$ cat config.mk
export PLATFORM = sky130hd
export DESIGN_NAME = pipe_stage_skid
export DESIGN_NICKNAME = d
export VERILOG_FILES = /design/src/rtl/pipe_stage_skid.sv
export SDC_FILE = /design/constraint.sdc
export NUM_CORES = 1
export LEC_CHECK = 0
export ABC_CLOCK_PERIOD_IN_PS = 9900
export CAP_MARGIN = 20
export CORE_MARGIN = 2
export CORE_UTILIZATION = 51
export DETAILED_ROUTE_END_ITERATION = 6
export PLACE_DENSITY = 0.81
export SLEW_MARGIN = 25
export SYNTH_ARGS = -nofsm -noshare
export SYNTH_HDL_FRONTEND = slang
export SYNTH_SLANG_ARGS = --single-unit
$ cat constraint.sdc
create_clock -name CLK -period 9.9 [get_ports CLK]
set_clock_uncertainty 0.2 [all_clocks]
set_input_delay 1.98 -clock CLK [delete_from_list [all_inputs] [get_ports CLK]]
set_output_delay 1.98 -clock CLK [all_outputs]
set_load 0.1 [all_outputs]
$ cat src/rtl/pipe_stage_skid.sv
// Pipeline stage register with valid/ready handshake, one-entry skid buffer,
// flush, and saturating stall/flush performance counters.
module pipe_stage_skid #(
    parameter int               WIDTH     = 96,
    parameter logic [WIDTH-1:0] RESET_VAL = '0,
    parameter int               CNT_W     = 16
) (
    input  logic             CLK,
    input  logic             RST,
    input  logic             in_valid,
    input  logic [WIDTH-1:0] in_data,
    output logic             in_ready,
    output logic             out_valid,
    output logic [WIDTH-1:0] out_data,
    input  logic             out_ready,
    input  logic             flush,
    input  logic             cnt_clr,
    output logic [CNT_W-1:0] stall_cnt,
    output logic [CNT_W-1:0] flush_cnt
);

    logic             r_main_v;
    logic             r_skid_v;
    logic [WIDTH-1:0] r_main_d;
    logic [WIDTH-1:0] r_skid_d;
    logic [CNT_W-1:0] r_stall_cnt;
    logic [CNT_W-1:0] r_flush_cnt;

    logic w_stall_inc;
    logic w_flush_inc;

    // in_ready comes straight from a flop, so there is no out_ready->in_ready path
    assign in_ready  = !r_skid_v;
    assign out_valid = r_main_v;
    assign out_data  = r_main_d;
    assign stall_cnt = r_stall_cnt;
    assign flush_cnt = r_flush_cnt;

    assign w_stall_inc = r_main_v && !out_ready && !flush;
    assign w_flush_inc = flush && (r_main_v || r_skid_v);

    always_ff @(posedge CLK or posedge RST) begin
        if (RST) begin
            r_main_v <= 1'b0;
            r_skid_v <= 1'b0;
            r_main_d <= RESET_VAL;
            r_skid_d <= RESET_VAL;
        end else if (flush) begin
            r_main_v <= 1'b0;
            r_skid_v <= 1'b0;
            r_main_d <= RESET_VAL;
            r_skid_d <= RESET_VAL;
        end else if (!r_main_v) begin
            if (in_valid) begin
                r_main_v <= 1'b1;
                r_main_d <= in_data;
            end
        end else if (!r_skid_v) begin
            if (out_ready) begin
                if (in_valid) begin
                    r_main_d <= in_data;
                end else begin
                    r_main_v <= 1'b0;
                end
            end else if (in_valid) begin
                r_skid_v <= 1'b1;
                r_skid_d <= in_data;
            end
        end else if (out_ready) begin
            // Skid entry is older than anything upstream, so it refills main first
            r_main_d <= r_skid_d;
            r_skid_v <= 1'b0;
        end
    end

    always_ff @(posedge CLK or posedge RST) begin
        if (RST) begin
            r_stall_cnt <= '0;
            r_flush_cnt <= '0;
        end else if (cnt_clr) begin
            r_stall_cnt <= '0;
            r_flush_cnt <= '0;
        end else begin
            if (w_stall_inc && (r_stall_cnt != {CNT_W{1'b1}})) begin
                r_stall_cnt <= r_stall_cnt + 1'b1;
            end
            if (w_flush_inc && (r_flush_cnt != {CNT_W{1'b1}})) begin
                r_flush_cnt <= r_flush_cnt + 1'b1;
            end
        end
    end

    a_no_orphan_skid: assert property (@(posedge CLK) disable iff (RST) !(r_skid_v && !r_main_v));

endmodule

==> out/metrics.csv <==
metric,value,unit
# hold bufs at CTS,0,
IO buf count,231,
Via-to-Cell Ratio,5.83,
Syn Inst Count,1052,
Die H,147,um
CP max FO,9,
Die Area,21700,sq um
post-synthesis average cell area,9.98,sq um
post-route minimum period,4.59,ns
Syn. warnings,0,
synthesized area,10500,sq um
I/O Pins,232,
#FFs+latches synth,226,
pin count of the biggest net entering global routing,111,
routed wl met2,13100,um
"CP delay by family, top",buffers and inverters,
most frequent cells in the layout,"clkdlybuf4s50_1 (230), dfrtp_1 (226), o21ai_0 (206)",
fin worst setup slack,5.31,ns
DIE WIDTH,147,um
Final setup viols,0,
Worst Hold Class,flip-flop to flip-flop,
"critical path, cell by cell","inv_1, clkdlybuf4s50_1",
CP required,7.72,ns
post-CTS setup buffers,0,
layout cells sized above 1,0.0526,
"commonest non-fill, non-tap cell in the layout",clkdlybuf4s50_1,
vias in the first global route,8679,
Initial Utilization,0.519,
leak pwr,0.00629,uW
top routing layer used,met4,
RSZ-0062 raised after global routing,false,
final worst-path cycle share,0.463,
Yosys cell types,41,
total track usage,0.249,
Routed WL,27500,um
clock network power share,0.385,
"Arr. time, crit path",2.41,ns
Detailed Routing Iterations Pass 1,5,
initial antenna violation count,1,
Switching Fraction,0.315,
WL met3,1690,um
Max-Cap Viols,0,
Slew @ Worst Pin,1.05,ns
pre-CTS setup slack,5.16,ns
P_int,1660,uW
CP Capture Type,output port,
Clock Latency Late Sink,0.52,ns
first-pass GRT wire length,44900,um
grt total ovfl,0,
clk buf depth,3,
Final Max Tran Viols,0,
"Slowest-stage cell, CP",clkdlybuf4s50_1,
vias,8895,
fmax,218,MHz
buffers plus inverters on the worst setup path,2,
post-route setup TNS,0,ns
Post-CTS Resized,0,
"CTS clk-pin slew, worst paths",0.06,ns
1st-iter DRT viols,540,
clock sinks,226,
Core Area,20200,sq um
Seq pwr share,0.412,
post-synthesis sequential area ratio,0.539,
syn_nets,1156,
H-tree depth,1,
# rows,52,
nets@finish,1342,
largest stage delay on the critical path,1.17,ns
PD cells,176,nW/um^2
CP Class,flip-flop to output port,
post-route antenna net violation count,0,
Peak VDD IR,0.148,mV
max_slew headroom,0.297,
met1 WL,12000,um
DRC errors left,0,
outcome,completed,
DP HPWL,16800,um
Area Overhead vs Synth,31.2,%
routed len/inst,18.0,um
final hold viol count,0,
Net Sw Power,764,uW
CTS Buf Count,24,
Clock Tree Root,clkbuf_16,
crit path launch type,flip-flop,
TritonCTS clock tree,built,
Placer Congestion,0.789,
Comb pwr share,0.203,
-- path summary, 6_finish.rpt --
check / cells after the start / to / slack [ns] / startpoint
worst max register to register: 5 / out_data[9] / 7.05 / out_valid
worst min-delay path: 1 / r_skid_d[33] / 0.30 / r_skid_d[33]
max in group asynchronous: 3 / r_skid_d[62] / 6.34 / RST
worst min register to register: 1 / r_skid_d[33] / 0.30 / r_skid_d[33]
min in group asynchronous: 2 / out_data[82] / 1.77 / RST
worst max-delay path: 2 / in_ready / 5.31 / r_skid_v
-- worst reg2reg max path, cell delays in order (launching register included) --
cell and delay, ns:
dfrtp_1 0.56, nand2_4 0.63, buf_4 0.93, nand2_1 0.17, o21ai_0 0.14, o21ai_0 0.10
-- sequential cells by signal, indices dropped and copies added (netlist names) --
name and count:
flush_cnt 16, out_data 96, out_valid 1, r_skid_d 96, r_skid_v 1, stall_cnt 16
-- synthesized netlist by cell type, drive strengths merged --
library cell  number  area, sq um
dfrtp            226         5660
o21ai            206         1030
nand2            202          758
mux2i             98          981
a22o              96          841
clkbuf            65          244
a21oi             21          105
buf               17         81.3
nor2              16         60.1
or3               15         93.8
nand4             10         62.6
nand3              8         40.0
inv                6         22.5
mux2               6         67.6
nand2b             6         37.5
nor2b              6         37.5
nor3               6         30.0
nor4               6         37.5
o31ai              5         37.5
or4                5         41.3
o41ai              3         26.3
a311oi             2         17.5
and4               2         17.5
ha                 2         25.0
o2111ai            2         17.5
or4b               2         20.0
xor2               2         17.5
a211oi             1         7.51
a21o               1         7.51
a41oi              1         8.76
and3               1         6.26
nor3b              1         7.51
nor4b              1         8.76
o2111a             1         11.3
o211ai             1         7.51
o21bai             1         7.51
o311ai             1         8.76
or3b               1         8.76
-- per-stage QoR --
step	cells	utilization	cell area, sq um	total power [uW]	hold slack, ns
after CTS	1525	0.681	13800	2440	0.304
after detailed placement	1482	0.640	12900	1510	0.286
final	1526	0.681	13800	2420	0.300
after global routing	1526	0.681	13800	2510	0.311
after global placement	1482	0.640	12900	1500	0.282
after floorplan	1052	-	10500	1350	0.268
-- cell type report --
cell class / count / area (sq um)
flip-flops and latches: 226 / 5660
fillers: 1579 / 6460
inverters: 6 / 30.0
clock buffers: 32 / 671
multi-input cells: 738 / 4530
well taps: 270 / 338
repair buffers: 242 / 2400
clock inverters: 11 / 153
diodes: 1 / 2.50
-- cells by family after synthesis --
logic type,count (synthesis),share of synthesized area
xor gates and xnor gates,2,0.00167
DFF,226,0.539
AOI/OAI and AO/OA,342,0.203
and+or+nand+nor,288,0.121
muxes,104,0.0999
buffers and inverters,88,0.0331
adders and majority gates,2,0.00238
-- power groups by stage --
stage	combinational, uW	sequential, uW	clock [uW]
after floorplan	126	1230	0
after global placement	488	1010	0
after detailed placement	494	1010	0
after CTS	496	997	949
after global routing	521	1000	990
final	493	997	933
-- per-layer routing --
metal | vias to the layer above | global-route usage
met3 | 45 | 0.0463
met5 | - | 0
met2 | 306 | 0.404
met1 | 4400 | 0.346
li1 | 4144 | -
met4 | 0 | 0.0726
(Power assumes the default switching activity.)
